### src/rtl/wb_arb_pkg.sv
`default_nettype none
// ============================================================================
// Module  : wb_arb_pkg
// Brief   : Owner encoding, timeout counter width and arbitration helper
//           shared by the dual-master Wishbone arbiter.
// Revision: 1.0  initial release
// ============================================================================
package wb_arb_pkg;

    localparam logic [1:0] OWN_NONE = 2'b00;
    localparam logic [1:0] OWN_M0   = 2'b01;
    localparam logic [1:0] OWN_M1   = 2'b10;

    localparam int TO_CNT_W = 16;

    // last_m1 = 1 means m1 held the bus most recently, so m0 wins a tie.
    function automatic logic [1:0] pick_owner(input logic req0,
                                              input logic req1,
                                              input logic last_m1);
        logic [1:0] owner;
        owner = OWN_NONE;
        if (req0 && req1) begin
            owner = last_m1 ? OWN_M0 : OWN_M1;
        end else if (req0) begin
            owner = OWN_M0;
        end else if (req1) begin
            owner = OWN_M1;
        end
        return owner;
    endfunction

endpackage
`default_nettype wire

### src/rtl/wb_arb_timeout.sv
`default_nettype none
// ============================================================================
// Module  : wb_arb_timeout
// Brief   : Counts consecutive unanswered strobe cycles and fires a one-cycle
//           timeout when the count reaches TIMEOUT_CYCLES-1.
// Revision: 1.0  initial release
// ============================================================================
module wb_arb_timeout
    import wb_arb_pkg::*;
#(
    parameter int TIMEOUT_CYCLES = 255
) (
    input  logic clk_i,
    input  logic rst_ni,
    input  logic stb_i,
    input  logic ack_i,
    input  logic err_i,
    output logic fire_o
);

    localparam logic [TO_CNT_W-1:0] c_LIMIT = TO_CNT_W'(TIMEOUT_CYCLES - 1);

    logic [TO_CNT_W-1:0] cnt_q;
    logic [TO_CNT_W-1:0] cnt_d;
    logic                w_wait;

    // A real slave response in the same cycle always beats the timeout.
    assign w_wait = stb_i & ~ack_i & ~err_i;
    assign fire_o = w_wait & (cnt_q == c_LIMIT);

    always_comb begin
        cnt_d = '0;
        if (w_wait && !fire_o) begin
            cnt_d = cnt_q + TO_CNT_W'(1);
        end
    end

    always_ff @(posedge clk_i or negedge rst_ni) begin
        if (!rst_ni) begin
            cnt_q <= '0;
        end else begin
            cnt_q <= cnt_d;
        end
    end

endmodule
`default_nettype wire

### src/rtl/wb_dual_master_arbiter.sv
`default_nettype none
// ============================================================================
// Module  : wb_dual_master_arbiter
// Brief   : Round-robin arbiter sharing one Wishbone classic slave between two
//           masters; ownership lasts a whole cyc tenure. Define
//           WB_ARB_TIMEOUT_EN to add bus-timeout error generation.
// Revision: 1.0  initial release
// ============================================================================
module wb_dual_master_arbiter
    import wb_arb_pkg::*;
#(
    parameter int AW             = 32,
    parameter int DW             = 32,
    parameter int TIMEOUT_CYCLES = 255
) (
    input  logic            wb_clk,
    input  logic            wb_rst_n,

    input  logic [AW-1:0]   m0_adr_i,
    input  logic [DW-1:0]   m0_dat_i,
    input  logic [DW/8-1:0] m0_sel_i,
    input  logic            m0_we_i,
    input  logic            m0_cyc_i,
    input  logic            m0_stb_i,
    output logic [DW-1:0]   m0_dat_o,
    output logic            m0_ack_o,
    output logic            m0_err_o,

    input  logic [AW-1:0]   m1_adr_i,
    input  logic [DW-1:0]   m1_dat_i,
    input  logic [DW/8-1:0] m1_sel_i,
    input  logic            m1_we_i,
    input  logic            m1_cyc_i,
    input  logic            m1_stb_i,
    output logic [DW-1:0]   m1_dat_o,
    output logic            m1_ack_o,
    output logic            m1_err_o,

    output logic [AW-1:0]   s_adr_o,
    output logic [DW-1:0]   s_dat_o,
    output logic [DW/8-1:0] s_sel_o,
    output logic            s_we_o,
    output logic            s_cyc_o,
    output logic            s_stb_o,
    input  logic [DW-1:0]   s_dat_i,
    input  logic            s_ack_i,
    input  logic            s_err_i,

    output logic [1:0]      grant_o,
    output logic            timeout_o
);

    if ((TIMEOUT_CYCLES < 2) || (TIMEOUT_CYCLES > 65535)) begin : g_bad_timeout
        $error("TIMEOUT_CYCLES must lie in 2..65535");
    end

    logic [1:0] owner_q;
    logic [1:0] owner_d;
    logic       last_q;     // 1: m1 owned the bus most recently
    logic       last_d;

    logic       w_gnt0;
    logic       w_gnt1;
    logic       w_cyc_raw;
    logic       w_stb_raw;
    logic       w_to_fire;

    // ------------------------------------------------------------------
    // State register
    // ------------------------------------------------------------------
    always_ff @(posedge wb_clk or negedge wb_rst_n) begin
        if (!wb_rst_n) begin
            owner_q <= OWN_NONE;
            last_q  <= 1'b1;
        end else begin
            owner_q <= owner_d;
            last_q  <= last_d;
        end
    end

    // ------------------------------------------------------------------
    // Next-state: an owner keeps the bus until its cyc drops, and every
    // release passes through IDLE so the other master gets the next turn.
    // ------------------------------------------------------------------
    always_comb begin
        owner_d = owner_q;
        last_d  = last_q;
        case (owner_q)
            OWN_M0: begin
                if (!m0_cyc_i) begin
                    owner_d = OWN_NONE;
                    last_d  = 1'b0;
                end
            end
            OWN_M1: begin
                if (!m1_cyc_i) begin
                    owner_d = OWN_NONE;
                    last_d  = 1'b1;
                end
            end
            default: begin
                owner_d = pick_owner(m0_cyc_i, m1_cyc_i, last_q);
            end
        endcase
    end

    // ------------------------------------------------------------------
    // Outputs
    // ------------------------------------------------------------------
    assign w_gnt0    = (owner_q == OWN_M0);
    assign w_gnt1    = (owner_q == OWN_M1);
    assign w_cyc_raw = (w_gnt0 & m0_cyc_i) | (w_gnt1 & m1_cyc_i);
    assign w_stb_raw = (w_gnt0 & m0_cyc_i & m0_stb_i) | (w_gnt1 & m1_cyc_i & m1_stb_i);

    always_comb begin
        s_adr_o = m0_adr_i;
        s_dat_o = m0_dat_i;
        s_sel_o = m0_sel_i;
        s_we_o  = m0_we_i;
        if (w_gnt1) begin
            s_adr_o = m1_adr_i;
            s_dat_o = m1_dat_i;
            s_sel_o = m1_sel_i;
            s_we_o  = m1_we_i;
        end
        s_cyc_o   = w_cyc_raw;
        s_stb_o   = w_stb_raw & ~w_to_fire;

        // Responses reach only a master that currently holds an active cycle.
        m0_ack_o  = w_gnt0 & m0_cyc_i & s_ack_i;
        m1_ack_o  = w_gnt1 & m1_cyc_i & s_ack_i;
        m0_err_o  = w_gnt0 & m0_cyc_i & (s_err_i | w_to_fire);
        m1_err_o  = w_gnt1 & m1_cyc_i & (s_err_i | w_to_fire);
        m0_dat_o  = s_dat_i;
        m1_dat_o  = s_dat_i;

        grant_o   = owner_q;
        timeout_o = w_to_fire;
    end

`ifdef WB_ARB_TIMEOUT_EN
    wb_arb_timeout #(
        .TIMEOUT_CYCLES (TIMEOUT_CYCLES)
    ) u_timeout (
        .clk_i  (wb_clk),
        .rst_ni (wb_rst_n),
        .stb_i  (w_stb_raw),
        .ack_i  (s_ack_i),
        .err_i  (s_err_i),
        .fire_o (w_to_fire)
    );
`else
    assign w_to_fire = 1'b0;
`endif

endmodule
`default_nettype wire

### config.mk
export PLATFORM = sky130hd
export DESIGN_NAME = wb_dual_master_arbiter
export DESIGN_NICKNAME = d
export VERILOG_FILES = /design/src/rtl/wb_arb_pkg.sv /design/src/rtl/wb_arb_timeout.sv /design/src/rtl/wb_dual_master_arbiter.sv
export SDC_FILE = /design/constraint.sdc
export NUM_CORES = 1
export LEC_CHECK = 0
export ABC_AREA = 0
export BUFFER_PORTS_ARGS = -buffer_cell sky130_fd_sc_hd__clkbuf_2
export CAP_MARGIN = 40
export CORE_AREA = 4 4 122 124
export DETAILED_ROUTE_END_ITERATION = 12
export DIE_AREA = 0 0 126 128
export PLACE_DENSITY = 0.53
export SETUP_SLACK_MARGIN = 0.3
export SLEW_MARGIN = 20
export SYNTH_ARGS = -nofsm -noshare
export SYNTH_HDL_FRONTEND = slang
export SYNTH_HIERARCHICAL = 1
export SYNTH_SLANG_ARGS = --single-unit
### constraint.sdc
create_clock -name wb_clk -period 4 [get_ports wb_clk]
set_input_delay 0.6 -clock wb_clk [delete_from_list [all_inputs] [get_ports wb_clk]]
set_output_delay 0.6 -clock wb_clk [all_outputs]
set_load 0.05 [all_outputs]
==> flow_summary_export.csv <==
group,metric,value,unit
run_status,outcome,"complete, no violations",
critical_path,crit_fanout,70,
synthesis,postSynthNetCount,349,
placement,place_ws,1.65,ns
critical_path,start_kind,"register",
synthesis,ys_ff_latch,3,
placement,io_buffers,222,
floorplanning,die_area,16100,sq um
detailed_routing,ant_nets,0,
timing,hold_slack,0.168,ns
floorplanning,fp.dieW,126,um
power_and_ir_drop,pwr-share-comb,88.1,%
finish,diodes,0,
synthesis,yosys.cell_types.count,19,
synthesis,avgSynthCellArea,10.2,sq um
timing,layout_setup_ws,1.43,ns
cts,cts_buffers,3,
timing,rsz0062_at_grt,"no",
cts,hold_buffers,0,
detailed_routing,dr.pass1.iters,4,
global_routing,grt_pass1_vias,1722,
synthesis,synth_top_area_share,39.9,%
floorplanning,fp.dieH,128,um
finish,nets,504,
synthesis,synth.largest_area_cell,"mux2_4",
finish,layout_common_cells,"222 x clkbuf_2, 46 x mux2_4, 23 x mux2_2, 4 x nand2_1, 4 x and3_1",
finish,layout-drive-gt1-share,92.0,%
job,maxCapViolations,0,
critical_path,cp.required,3.40,ns
detailed_routing,met1_length,2620,um
cts,cts_root_buffer,"clkbuf_16",
cts,clk_pin_slew,0.03,ns
floorplanning,initial_core_util,12.6,%
critical_path,rr_endpoint,"grant_o[0]",
placement,globalplace.congestion,0.740,
cts,clock_sinks,3,
cts,cts_resized,0,
timing,maxSlewViolCount,0,
global_routing,grt_pass1_wl,10800,um
timing,fin_tns_setup,0,ns
detailed_routing,met2WireLength,4050,um
power_and_ir_drop,switchingPower,1.14,mW
synthesis,synth_top_cells_by_area,"mux2_4 40%, buf_4 28%, mux2_2 15%",
detailed_routing,wl,7970,um
detailed_routing,met3_length,1150,um
floorplanning,core,13800,sq um
finish,areaGrowthSynthToFinish,51.0,%
synthesis,ys_warn_count,6,
power_and_ir_drop,leakage,1.51,nW
floorplanning,rows,43,
min_path,hp-class,"in2async",
power_and_ir_drop,seqPwrFrac,3.4,%
finish,layout_commonest_cell,"clkbuf_2",
timing,fin_crit,2.57,ns
detailed_routing,drc,0,
power_and_ir_drop,power_density,711,nW/um^2
global_routing,grt_max_degree,71,
power_and_ir_drop,p_int,716,uW
global_routing,grt.total_usage,8.75,%
critical_path,cp-end-kind,"output pin",
critical_path,rrSetupSlack,2.75,ns
timing,fin_skew,0.000631,ns
timing,final-hold-violation-count,0,
cts,clk_latency,0.22,ns
synthesis,ys_seq_area_share,4.41,%
detailed_routing,vias,1797,
timing,fin_crit_sh,64.3,%
critical_path,arrival,1.97,ns
power_and_ir_drop,pwr-share-clk,8.5,%
finish,post-route-util,19.0,%
synthesis,syn_inst,169,
timing,setup_viol,0,
detailed_routing,wl_per_cell,15.8,um
detailed_routing,highest_layer,"met4",
global_routing,grt-ovfl-total,0,
cts,clock_path_buffers,2,
critical_path,r2r-start,"grant_o[1]",
critical_path,ff2ff_path_depth,5,
cts,cts_max_level,1,
detailed_routing,viasPerCell,3.57,
cts,cts_tree,"built",
detailed_routing,drt_iter0_drc,44,
power_and_ir_drop,sw_frac_of_total,61.5,%
placement,place_hpwl,7110,um
cts,cts_setup_buffers,0,
timing,max_freq,389,MHz
critical_path,crit_type,"reg2out",
floorplanning,io_pins,320,
synthesis,syn_area,1730,sq um
global_routing,antenna_found_initial,0,
power_and_ir_drop,ir_drop,0.201,mV
-- cell type report --
| cell class | count | area, sq um |
|---|---|---|
| fill | 1568 | 11200 |
| timing repair buffer | 223 | 1130 |
| multi-input combinational | 90 | 1090 |
| tap | 180 | 225 |
| clock buffer | 4 | 78.8 |
| sequential | 3 | 76.3 |
| inverter | 3 | 11.3 |
-- critical path, cell delays in order (launching register included) --
cell and delay, ns:
dfrtp_1 0.40, inv_1 0.11, ha_4 0.18, buf_12 0.39
mux2_4 0.34, clkbuf_2 0.26
-- through the flow --
stage               cells  area [sq um]  total power, mW
finish                503          2610             1.86
floorplan             169          1730             1.58
detailed placement    499          2530             1.71
global placement      499          2530             1.71
CTS                   503          2610             1.88
global route          503          2610             1.94
-- sequential cells by signal (all words and copies together) (netlist names) --
| register | cells |
|---|---|
| grant_o | 2 |
| last_q | 1 |
-- logic make-up (layout without fill, tap and decap cells) --
family          Yosys count  in the layout  share of synthesized area (%)
fa+ha+maj                 2              2                           1.45
compound gates            6              6                           2.17
flops                     3              3                           4.41
buf+inv                  76            230                           33.3
other cells               1              1                          0.217
simple gates             12             12                           3.54
mux                      69             69                           54.9
-- Yosys cell counts --
cell,instances
nand3_1,3
buf_4,65
conb_1,1
ha_1,2
o211ai_1,1
nand2b_1,1
buf_2,2
mux2_4,46
dfstp_2,1
dfrtp_1,2
a22o_1,1
a31oi_1,1
a21oi_1,1
and3_1,4
buf_6,6
inv_1,3
nand2_1,4
o21ai_1,2
mux2_2,23
-- worst max-delay path by stage --
| stage | slack, ns | start | to | cells after the start |
|---|---|---|---|---|
| final | 1.43 | grant_o[0] | s_dat_o[12] | 5 |
| after CTS | 1.40 | grant_o[0] | s_sel_o[3] | 5 |
| after floorplan | 1.72 | grant_o[1] | m1_ack_o | 4 |
| after global placement | 1.67 | grant_o[0] | s_sel_o[3] | 5 |
| after global routing | 1.33 | grant_o[0] | s_dat_o[31] | 5 |
| after detailed placement | 1.65 | grant_o[0] | s_sel_o[3] | 5 |
-- layer usage --
metal  global-route usage [%]  vias to the layer above
li1                         -                      824
met1                     8.88                      767
met2                     16.7                      189
met3                     3.33                       17
met4                     2.46                        0
met5                        0                        -
-- power groups by stage --
stage	Sequential [mW]	Clock, mW	Combinational [mW]
6_report	0.0630	0.159	1.64
5_1_grt	0.0666	0.163	1.71
4_1_cts	0.0635	0.161	1.66
3_5_place_dp	0.0638	0	1.65
3_3_place_gp	0.0631	0	1.65
2_1_floorplan	0.0907	0	1.48
Power figures use the tool's default switching activity.
